## src/rtl/reg_if_id_elastic.sv

```systemverilog
// IF/ID pipeline register with valid/ready flow control.
// A main slot drives the decode-side outputs and a skid slot absorbs the one
// extra fetch that can arrive before the registered o_ready drops. Flush turns
// the stage into a NOP bubble. A saturating counter records back-pressure cycles.
module reg_if_id_elastic #(
    parameter int unsigned      NBITS    = 32,
    parameter logic [NBITS-1:0] NOP      = '0,
    parameter int unsigned      CNT_BITS = 16
) (
    input  logic                i_clk,
    input  logic                i_rst,
    input  logic                i_flush,
    input  logic                i_valid,
    output logic                o_ready,
    input  logic [NBITS-1:0]    i_pc,
    input  logic [NBITS-1:0]    i_instruction,
    output logic                o_valid,
    input  logic                i_ready,
    output logic [NBITS-1:0]    o_pc,
    output logic [NBITS-1:0]    o_instruction,
    output logic [CNT_BITS-1:0] o_stall_cnt
);

    typedef enum logic [1:0] {
        ST_EMPTY = 2'b00,
        ST_HALF  = 2'b01,
        ST_FULL  = 2'b10
    } state_t;

    state_t state_q;
    state_t state_d;

    logic [NBITS-1:0] main_pc_p1;
    logic [NBITS-1:0] main_instr_p1;
    logic [NBITS-1:0] skid_pc_p1;
    logic [NBITS-1:0] skid_instr_p1;

    logic [NBITS-1:0] main_pc_d;
    logic [NBITS-1:0] main_instr_d;
    logic [NBITS-1:0] skid_pc_d;
    logic [NBITS-1:0] skid_instr_d;

    logic [CNT_BITS-1:0] stall_cnt_p1;

    logic push;
    logic pop;

    // Increment that sticks at all-ones instead of wrapping.
    function automatic logic [CNT_BITS-1:0] sat_inc(input logic [CNT_BITS-1:0] x);
        if (&x) begin
            return x;
        end
        return x + CNT_BITS'(1);
    endfunction

    // o_ready comes from registered state only, so i_ready never reaches it
    // combinationally; the skid slot covers the one-cycle lag.
    assign push = i_valid & o_ready;
    assign pop  = o_valid & i_ready;

    // State register.
    always_ff @(posedge i_clk) begin
        if (!i_rst) begin
            state_q <= ST_EMPTY;
        end else begin
            state_q <= state_d;
        end
    end

    // Next-state logic; flush empties the stage regardless of push/pop.
    always_comb begin
        state_d = state_q;
        if (i_flush) begin
            state_d = ST_EMPTY;
        end else begin
            case (state_q)
                ST_EMPTY: begin
                    if (push) state_d = ST_HALF;
                end
                ST_HALF: begin
                    if (push && !pop)      state_d = ST_FULL;
                    else if (!push && pop) state_d = ST_EMPTY;
                end
                ST_FULL: begin
                    if (pop) state_d = ST_HALF;
                end
                default: state_d = ST_EMPTY;
            endcase
        end
    end

    // Slot contents for the next cycle; an emptied slot holds PC 0 and NOP so
    // decode sees a clean bubble even when it ignores o_valid.
    always_comb begin
        main_pc_d    = main_pc_p1;
        main_instr_d = main_instr_p1;
        skid_pc_d    = skid_pc_p1;
        skid_instr_d = skid_instr_p1;
        if (i_flush) begin
            main_pc_d    = '0;
            main_instr_d = NOP;
            skid_pc_d    = '0;
            skid_instr_d = NOP;
        end else begin
            case (state_q)
                ST_EMPTY: begin
                    if (push) begin
                        main_pc_d    = i_pc;
                        main_instr_d = i_instruction;
                    end
                end
                ST_HALF: begin
                    if (push && pop) begin
                        main_pc_d    = i_pc;
                        main_instr_d = i_instruction;
                    end else if (push) begin
                        skid_pc_d    = i_pc;
                        skid_instr_d = i_instruction;
                    end else if (pop) begin
                        main_pc_d    = '0;
                        main_instr_d = NOP;
                    end
                end
                ST_FULL: begin
                    if (pop) begin
                        main_pc_d    = skid_pc_p1;
                        main_instr_d = skid_instr_p1;
                        skid_pc_d    = '0;
                        skid_instr_d = NOP;
                    end
                end
                default: begin
                    main_pc_d    = '0;
                    main_instr_d = NOP;
                    skid_pc_d    = '0;
                    skid_instr_d = NOP;
                end
            endcase
        end
    end

    // ---- stage p1: slot registers ----
    // Slot registers; reset leaves both slots holding the bubble value.
    always_ff @(posedge i_clk) begin
        if (!i_rst) begin
            main_pc_p1    <= '0;
            main_instr_p1 <= NOP;
            skid_pc_p1    <= '0;
            skid_instr_p1 <= NOP;
        end else begin
            main_pc_p1    <= main_pc_d;
            main_instr_p1 <= main_instr_d;
            skid_pc_p1    <= skid_pc_d;
            skid_instr_p1 <= skid_instr_d;
        end
    end

    // Stall counter: counts edges where a valid output is refused; flush does not clear it.
    always_ff @(posedge i_clk) begin
        if (!i_rst) begin
            stall_cnt_p1 <= '0;
        end else if (o_valid && !i_ready) begin
            stall_cnt_p1 <= sat_inc(stall_cnt_p1);
        end
    end

    // Output decode from registered state.
    always_comb begin
        o_valid       = (state_q != ST_EMPTY);
        o_ready       = (state_q != ST_FULL);
        o_pc          = main_pc_p1;
        o_instruction = main_instr_p1;
        o_stall_cnt   = stall_cnt_p1;
    end

endmodule

```

## config.mk

```make
export PLATFORM = sky130hd
export DESIGN_NAME = reg_if_id_elastic
export DESIGN_NICKNAME = d
export VERILOG_FILES = /design/src/rtl/reg_if_id_elastic.sv
export SDC_FILE = /design/constraint.sdc
export NUM_CORES = 1
export LEC_CHECK = 0
export BUFFER_PORTS_ARGS = -buffer_cell sky130_fd_sc_hd__buf_2
export CAP_MARGIN = 15
export CORE_UTILIZATION = 58
export CTS_CLUSTER_SIZE = 24
export DETAILED_ROUTE_END_ITERATION = 10
export PLACE_DENSITY_LB_ADDON = 0.08
export SYNTH_ARGS = -nofsm -noshare
export SYNTH_HDL_FRONTEND = slang
export SYNTH_SLANG_ARGS = --single-unit
```

## constraint.sdc

```tcl
create_clock -name i_clk -period 5.2 [get_ports i_clk]
set_clock_uncertainty 0.05 [all_clocks]
set_input_delay 0.78 -clock i_clk [delete_from_list [all_inputs] [get_ports i_clk]]
set_output_delay 0.78 -clock i_clk [all_outputs]
set_load 0.1 [all_outputs]
```

==> results of run 1 <==
[stage by stage]
| step | setup slack [ns] | total power, W | utilization | std cells |
|---|---|---|---|---|
| after floorplan | 2.765 | 0.001442 | - | 706 |
| after global placement | 2.370 | 0.001505 | 0.6595 | 941 |
| after detailed placement | 2.263 | 0.001513 | 0.6605 | 942 |
| after CTS | 2.083 | 0.002587 | 0.7082 | 972 |
| after global routing | 1.928 | 0.002669 | 0.7113 | 975 |
| final | 2.143 | 0.002577 | 0.7113 | 975 |
[state kept, by name, summed over array words and instances, names as in the netlist]
register / count
o_instruction: 32
o_pc: 32
skid_instr_p1: 32
skid_pc_p1: 32
o_stall_cnt: 16
state_q: 2
[worst max-delay path: cells and delay by family (launching register included)]
| family | cells | cell delay, ns |
|---|---|---|
| simple gates | 1 | 0.75 |
| buf+inv | 2 | 0.51 |
| flops | 1 | 0.43 |
[worst paths after layout]
check	end	slack (ns)	cells past startpoint
setup reg to reg	o_pc[15]	2.71	6
hold / removal	o_pc[14]	0.40	2
setup / recovery	o_ready	2.14	3
hold reg to reg	o_pc[14]	0.40	2
[layout by cell type, fill, tap and decap left out, types with 3 or more instances in the layout]
master     count
a21oi_1       35
a222oi_1      39
and2_1        91
and3_1         4
buf_2        150
buf_4          5
clkbuf_1       4
clkbuf_16     16
clkbuf_8       3
clkinv_2       6
dfxtp_1      146
inv_1          4
mux2i_1       72
nand2_1       35
nand2b_1       6
nand3_1        5
nand4_1        4
nor2_1       105
nor3b_1       25
nor4_1         3
o21ai_0       30
o31ai_1        6
or4_1          6
[report_power, final]
| group | switching, W | internal, W |
|---|---|---|
| combinational | 0.000248 | 0.0000945 |
| sequential | 0.0000117 | 0.00114 |
| clock | 0.000435 | 0.000649 |
| total | 0.000695 | 0.00188 |
[metal layers]
layer,up-vias,track usage
li1,2725,-
met1,2720,0.3398
met2,192,0.4423
met3,26,0.08717
met4,0,0.1204
met5,-,0
[synthesized netlist by cell type (2+ instances only)]
library cell	instances	area (um2)
nand4_1	4	25.02
or3_1	2	12.51
o21ai_0	30	150.1
clkbuf_1	28	105.1
nand4_4	2	42.54
nand2b_1	7	43.79
and2_1	91	569.3
buf_4	9	67.56
nor2b_1	4	25.02
a222oi_1	39	390.4
nand2_1	35	131.4
a21oi_1	35	175.2
buf_6	7	78.83
dfxtp_1	146	2923
nand3b_1	2	15.01
nor3b_1	26	195.2
nor4_1	3	18.77
inv_1	4	15.01
o22a_1	2	17.52
and3_1	4	25.02
mux2i_1	72	720.7
buf_2	13	65.06
nor2_1	105	394.1
nand3_1	5	25.02
or4_1	6	45.04
a2111oi_1	2	20.02
o31ai_1	6	45.04
clkbuf_2	2	10.01
[kinds of logic after synthesis]
| family | after synthesis |
|---|---|
| adder cells (fa/ha/maj) | 1 |
| AO/OA/AOI/OAI | 120 |
| buffers and inverters | 65 |
| AND/OR/NAND/NOR | 302 |
| multiplexers | 72 |
| flip-flops | 146 |
[final cells by class]
cell class | instances | area, um2
Clock inverter | 7 | 60.06
Antenna cell | 1 | 2.502
Inverter | 5 | 18.77
Tap cell | 140 | 175.2
Clock buffer | 23 | 456.7
Fill cell | 882 | 3129
Multi-Input combinational cell | 495 | 3244
Timing Repair Buffer | 158 | 830.8
Sequential cell | 146 | 2923
==> reports/summary.txt, run 1 <==
Status - finished, final reports clean
Reg-to-reg startpoint - state_q[1]
Global route total overflow - 0
Maximum clock insertion buffer count - 2
Met3 Wirelength - 1116 um
CTS root buf - clkbuf_8
Worst Hold Launch - o_pc[14]
Pre-antenna DRT Iters - 5
Initial antenna violation count - 2
# hold bufs at CTS - 0
Async set-reset flop share out of synthesis - 0
Vias in the first global route - 5297
Syn_nets - 776
Cell Rows - 38
Placed cell area - 7161 um2
Max VDD drop - 0.3062 mV
Die Height - 107.7 um
Routed wl met2 - 7602 um
CTS tree - yes
Die Span X - 107.7 um
Setup bufs post-CTS - 0
Worst-skew pair later-pin latency - 0.53 ns
Tmin final - 3.057 ns
Die area - 11600 um2
Hold_ws - 0.4014 ns
Cells after Synth - 706
Synthesized area - 6480 um2
Top-Level Pins - 151
Final setup violation count - 0
DR vias - 5663
First-pass GRT wire length - 25230 um
Crit path launch type - flip-flop
Synth Area in Compound Gates - 0.1319
CP Cell Sequence - nor2b_2 -> inv_1 -> buf_2
Worst EP arrival - 2.23 ns
Synth-to-layout area growth - 19.00%
Post-cts sizing count - 0
Leak pwr - 3.106 nW
H-tree levels - 4
RSZ-0062 raised after global routing - no
CTS buffer count - 17
Max-capacitance violation count - 0
Final ANT Viol Nets - 0
Max_slew headroom - 0.2178
Post-Synth Adder-Cell Area - 0.001931
Slew @ Worst Pin - 1.173 ns
Max-slew violations - 0
Final hold vios - 0
Largest net degree at the start of global routing - 74
CTS Sinks - 146
XOR/XNOR Fraction of Synth Area - 0
CTS clk-pin slew, worst paths - 0.06 ns
DP HPWL - 9715 um
Crit-path max FO - 26
DRT iter0 DRCs - 490
Crit Path Category - flip-flop to primary output
Sequential element share of the synthesized area - 0.4511
Ratio of cells with drive above 1 in the final layout - 0.2374
Slowest stage delay, CP - 0.75 ns
Vias per cell - 5.808
Drt drc - 0
Ys flop type - dfxtp_1
Number of flops mapped to enable cells by yosys - 0
WP data required - 4.37 ns
Mux cell area share after synthesis - 0.1112
Placer Congestion - 0.8370
Slowest cell on the critical path - nor2b_2
Highest routed layer - met4
Max Freq - 327.1 MHz
# nets final - 893
Critical path origin - state_q[0]
Syn Area/Cell - 9.178 um2
Port-buffer cells - 150
Final worst path period share - 0.5879
Largest family of logic cells by synthesized area - simple AND/OR/NAND/NOR gates
GRT Total Usage - 0.2763
Yosys warns - 0
Distinct cells, synth - 43
Setup tns final - 0 ns
Placeable core area - 10840 um2
Yosys reg bits - 146
Worst min path class - flip-flop to flip-flop
Final instance area - 7711 um2
Initial Utilization - 0.5978
Area share of and/or/nand/nor cells after synthesis - 0.2500
Avg WL per Cell - 16.29 um
Pwr dens - 334.2 nW/um2
Crit end category - primary output
WL final - 15880 um
Routed met1 length - 6867 um
No activity file was read; power rests on OpenSTA's default activity.
==> run 2: changes to the inputs <==
Settings changed: CORE_UTILIZATION 58 to 54.
Clock period 5.2 ns to 2.9 ns, I/O delays scaled along.
==> run 2 against run 1 <==
Net effect:
- worst setup slack got worse by 1.6 ns
- the run now ends with DRC left
- power rose by 97%
- critical endpoint is now o_valid
- utilization fell by 2.5 points
- highest routed layer unchanged
- largest cell class unchanged
- critical path depth fell by 1
- die area rose by 7.3%
==> reports/summary.txt, run 2 (synthesized netlist as in run 1, its figures left out) <==
Cell Rows - 39
Worst min path class - input port to flip-flop
WL final - 15910 um
Pre-antenna DRT Iters - 10
Port-buffer cells - 150
CP Cell Sequence - or2_2 -> buf_2
CTS clk-pin slew, worst paths - 0.06 ns
Worst-skew pair later-pin latency - 0.42 ns
Final worst path period share - 0.8133
Placeable core area - 11560 um2
CTS Sinks - 146
Final setup violation count - 0
Avg WL per Cell - 16.13 um
Slowest stage delay, CP - 0.78 ns
Post-Place Worst Slack - 0.6174 ns
Clock power frac - 0.472
Largest net degree at the start of global routing - 69
Final ANT Viol Nets - 0
Setup ws final - 0.5416 ns
Post-cts sizing count - 0
Vias per cell - 5.711
Crit Path Category - flip-flop to primary output
Crit end category - primary output
Int Pwr - 0.003798 W
CTS root buf - clkbuf_16
Max Freq - 424.0 MHz
Crit-path max FO - 19
Final core utilization - 0.6864
Crit path launch type - flip-flop
Slew @ Worst Pin - 0.8941 ns
Switching share of power - 0.2530
Synth-to-layout area growth - 22.49%
RSZ-0062 raised after global routing - no
Maximum clock insertion buffer count - 2
DRT iter0 DRCs - 594
Status - finished with violations
Setup bufs post-CTS - 0
Global route total overflow - 0
First-pass GRT wire length - 26640 um
Die area - 12440 um2
Commonest non-fill, non-tap cell in the layout - buf_2
# nets final - 900
Placer Congestion - 0.8240
Worst EP arrival - 1.87 ns
Max VDD drop - 0.5048 mV
Slowest cell on the critical path - dfxtp_1
Psw - 0.001287 W
Leak pwr - 3.209 nW
Sequential power share - 0.406
Dpl cells - 954
CTS tree - yes
Pwr dens - 640.5 nW/um2
Hold_ws - 0.2326 ns
CTS buffer count - 17
Most frequent cells in the layout - buf_2, dfxtp_1, nor2_1, and2_1, mux2i_1
# hold bufs at CTS - 0
N_diodes - 0
Die Span X - 111.5 um
Ratio of cells with drive above 1 in the final layout - 0.2479
H-tree levels - 4
Vias in the first global route - 5563
Failing checks - DRC
Initial Utilization - 0.5603
Top-Level Pins - 151
DR vias - 5631
Setup tns final - 0 ns
Max-capacitance violation count - 0
Final Non-Filler Cells - 986
Drt drc - 7
Final hold vios - 0
Comb power frac - 0.122
GRT Total Usage - 0.2669
Max-slew violations - 0
CP delay by family, top - flip-flops
Worst R2R Setup Slack - 0.58 ns
WP data required - 2.41 ns
WP buf/inv - 1
Initial antenna violation count - 1
Die Height - 111.5 um
Tmin final - 2.358 ns
DP HPWL - 10070 um
Max_slew headroom - 0.4036
-- run 2: cell count changes in the layout (fill, tap and decap cells not counted), sizes merged --
cell	before	now
diode	1	0
clkinvlp	0	2
bufinv	1	4
clkinv	7	2
buf	158	165
clkbuf	23	25
-- run 2: per-layer routing --
metal | share of wire | track usage
met5 | 0 | 0
met1 | 0.44 | 0.3201
met2 | 0.47 | 0.4413
met4 | 0.0099 | 0.08378
met3 | 0.076 | 0.1029
-- run 2: power by group through the flow --
stage	sequential (W)	clock [W]	combinational (W)
after floorplan	0.00232	0	0.000262
after global placement	0.00210	0	0.000607
after detailed placement	0.00211	0	0.000621
after CTS	0.00206	0.00244	0.000622
after global routing	0.00207	0.00253	0.000660
final	0.00206	0.00240	0.000620
-- run 2: final timing paths --
kind | depth (start not counted) | to | start
worst min-delay path | 3 | o_instruction[29] | i_instruction[29]
worst min register to register | 2 | o_pc[20] | o_pc[20]
worst max-delay path | 2 | o_valid | state_q[1]
worst max register to register | 5 | o_pc[4] | state_q[1]
-- run 2: per-stage QoR --
stage	cell area, um2	total power, W
after floorplan	6480	0.002586
after global placement	7258	0.002712
after detailed placement	7278	0.002727
after CTS	7938	0.005125
after global routing	7938	0.005259
final	7938	0.005084
-- run 2: final cells by class --
| cell class | instances | area (um2) |
|---|---|---|
| Sequential cell | 146 | 2923 |
| Clock buffer | 25 | 515.5 |
| Multi-Input combinational cell | 495 | 3244 |
| Tap cell | 143 | 178.9 |
| Inverter | 5 | 18.77 |
| Timing Repair Buffer | 165 | 913.4 |
| Fill cell | 962 | 3627 |
| Clock inverter | 7 | 143.9 |
-- run 2: tightest hold or removal path, delay by kind of cell --
kind	cells	cell delay, ns
simple gates	1	0.08
buf+inv	1	0.08
compound gates	1	0.07
==> run 3: changes to the inputs <==
Settings changed: ABC_AREA from default to 1, CORE_UTILIZATION 54 to 55.
Clock period 2.9 ns to 2.4 ns, I/O delays scaled along.
==> run 3 against run 2 <==
Net effect:
- the run now ends clean
- synthesized cell count increased by 45%
- via count increased by 23%
- critical path depth increased by 1
- cell count increased by 34%
- worst setup slack got worse by 0.13 ns
- largest power group is now registers
- count of clock-buffer cells in the layout increased by 1
- sequential cell count unchanged
- power increased by 15%
- global-route usage increased by 0.25 points
- largest cell class unchanged
- hold slack got worse by 0.058 ns
==> reports/summary.txt, run 3 <==
Async set-reset flop share out of synthesis - 0
Crit Path Category - flip-flop to primary output
GR Util met2 - 0.4392
Yosys warns - 0
Final worst path period share - 0.8283
Max VDD drop - 0.5403 mV
Die area - 13130 um2
Synth-to-layout area growth - 18.31%
Synthesized area - 6970 um2
First-pass GRT wire length - 28080 um
Slowest stage delay, CP - 0.48 ns
Most frequent cell after synthesis - nand2_1
Final ANT Viol Nets - 0
Top-Level Pins - 151
Synth area leaders - dfxtp_1, nand2_1, a21oi_1
Max Freq - 503.0 MHz
Most frequent cells after synthesis - nand2_1, dfxtp_1, a21oi_1, o21bai_1, nor2_1
DR vias - 6928
Multi-input logic area - 3565 um2
Setup bufs post-CTS - 0
Commonest non-fill, non-tap cell in the layout - nand2_1
Cells after Synth - 1024
Worst hold endpoint - skid_pc_p1[2]
Syn Area/Cell - 6.807 um2
WL final - 17360 um
Met3 Use GR - 0.06511
Setup tns final - 0 ns
Leak pwr - 3.670 nW
Largest net degree at the start of global routing - 85
Syn_nets - 1094
Final setup violation count - 0
RSZ-0062 raised after global routing - no
Worst reg-to-reg path cell count - 8
Port-buffer cells - 150
Met1 usage in global routing - 0.3482
Die Height - 114.6 um
Worst-skew pair later-pin latency - 0.42 ns
Reg2reg end - o_instruction[2]
CTS tree - yes
Number of flops mapped to enable cells by yosys - 0
Slowest cell on the critical path - dfxtp_1
FF/Latch Area - 2923 um2
Most Crowded Layer GR - met2
Max-capacitance violation count - 0
GRT Total Usage - 0.2695
Final Power - 0.005826 W
Ys flop type - dfxtp_1
Placeable core area - 12160 um2
Cell Rows - 40
Distinct cells, synth - 28
Max-slew violations - 0
Global route total overflow - 0
CTS Sinks - 146
# hold bufs at CTS - 0
Crit-path max FO - 5
Crit end category - primary output
Worst Hold Launch - i_pc[2]
Yosys reg bits - 146
Initial Utilization - 0.5731
DP HPWL - 10740 um
WP data required - 1.99 ns
Ratio of cells with drive above 1 in the final layout - 0.1820
WP buf/inv - 2
CTS clk-pin slew, worst paths - 0.06 ns
Crit path launch type - flip-flop
Most frequent cells in the layout - nand2_1, buf_2, dfxtp_1, a21oi_1, o21bai_1
Worst min path class - input port to flip-flop
FILL cells - 1126
CP delay by family, top - buffers and inverters
CTS root buf - clkbuf_16
CTS buffer count - 17
Share of the synthesized area in the top cell type - 0.4193
Vias per cell - 5.237
Tmin final - 1.988 ns
Die Span X - 114.6 um
Vias in the first global route - 5948
Pwr dens - 706.5 nW/um2
Maximum clock insertion buffer count - 2
Avg WL per Cell - 13.12 um
H-tree levels - 4
# nets final - 1211
Pre-antenna DRT Iters - 5
Sequential element share of the synthesized area - 0.4193
Hold Path Depth - 3
Placer Congestion - 0.7904
Yosys top cell by area - dfxtp_1
Drt drc - 0
Final hold vios - 0
Status - finished, final reports clean
DRT iter0 DRCs - 526
Post-cts sizing count - 0
Slew @ Worst Pin - 0.5113 ns
CP Cell Sequence - inv_2 -> nand2_1 -> buf_2
Max_slew headroom - 0.6614
Reg-to-reg startpoint - state_q[1]
Initial antenna violation count - 1
Worst EP arrival - 1.58 ns
Worst R2R Setup Slack - 0.42 ns
==> run 3: cell count changes in the layout (fill, tap and decap cells not counted), sizes merged, moves of 8 or more <==
cell    delta
a211oi    +10
a21oi     +94
a222oi    -39
and2      -91
inv       +21
mux2i     -72
nand2    +411
nand3      +8
nor2      -52
nor3b     -26
o21ai     +29
o21bai    +59
==> run 3: how the worst max path moves through the flow <==
stage | start | cells after the start | end | slack [ns]
after floorplan | o_stall_cnt[1] | 9 | o_stall_cnt[11] | 0.03
after global placement | state_q[1] | 8 | o_instruction[23] | 0.47
after detailed placement | state_q[1] | 8 | o_instruction[23] | 0.45
after CTS | state_q[0] | 3 | o_ready | 0.40
after global routing | o_stall_cnt[0] | 9 | o_stall_cnt[3] | 0.29
final | state_q[0] | 3 | o_ready | 0.41
==> run 3: worst register-to-register path, delay by kind of cell, from the launching register on <==
family / cells / cell delay (ns)
compound gates: 2 / 0.23
flops: 1 / 0.38
simple gates: 4 / 0.52
buf+inv: 2 / 0.67
==> run 3: final cells by class <==
| type | count | area share |
|---|---|---|
| Antenna cell | 1 | 0.0003034 |
| Clock buffer | 26 | 0.05932 |
| Clock inverter | 6 | 0.003641 |
| Inverter | 26 | 0.01199 |
| Multi-Input combinational cell | 783 | 0.4323 |
| Sequential cell | 146 | 0.3544 |
| Tap cell | 168 | 0.02549 |
| Timing Repair Buffer | 167 | 0.1126 |
==> run 3: power breakdown <==
group / leakage (nW) / total (W) / switching (W) / internal, W
clock network: 0.262 / 0.00235 / 0.000956 / 0.00139
logic: 2.22 / 0.000945 / 0.000699 / 0.000246
registers: 1.18 / 0.00253 / 0.0000375 / 0.00250
==> run 3: cell families (layout without fill, tap and decap cells) <==
group                      count (synthesis)  in the layout  share of synthesized area
AOI/OAI and AO/OA                        261            261                     0.2134
xor gates and xnor gates                   5              5                   0.006284
adders and majority gates                  1              1                   0.001795
buffers and inverters                     95            225                    0.07036
DFF                                      146            146                     0.4193
other                                      0              1                          0
and+or+nand+nor                          516            516                     0.2888
==> run 3: stage by stage <==
| stage | hold slack [ns] | util | std cells | cell area, um2 | setup WS (ns) |
|---|---|---|---|---|---|
| CTS | 0.1595 | 0.6779 | 1322 | 8244 | 0.3957 |
| global placement | 0.4009 | 0.6352 | 1290 | 7725 | 0.4692 |
| floorplan | 0.4213 | - | 1024 | 6970 | 0.02735 |
| detailed placement | 0.4029 | 0.6352 | 1290 | 7725 | 0.4499 |
| finish | 0.1745 | 0.6781 | 1323 | 8247 | 0.4120 |
| global route | 0.1762 | 0.6779 | 1322 | 8244 | 0.2874 |
==> run 3: routing by layer <==
layer | vias up | part of all wire
li1 | 3567 | -
met1 | 3104 | 0.46
met2 | 234 | 0.46
met3 | 23 | 0.071
met4 | 0 | 0.016
met5 | - | 0
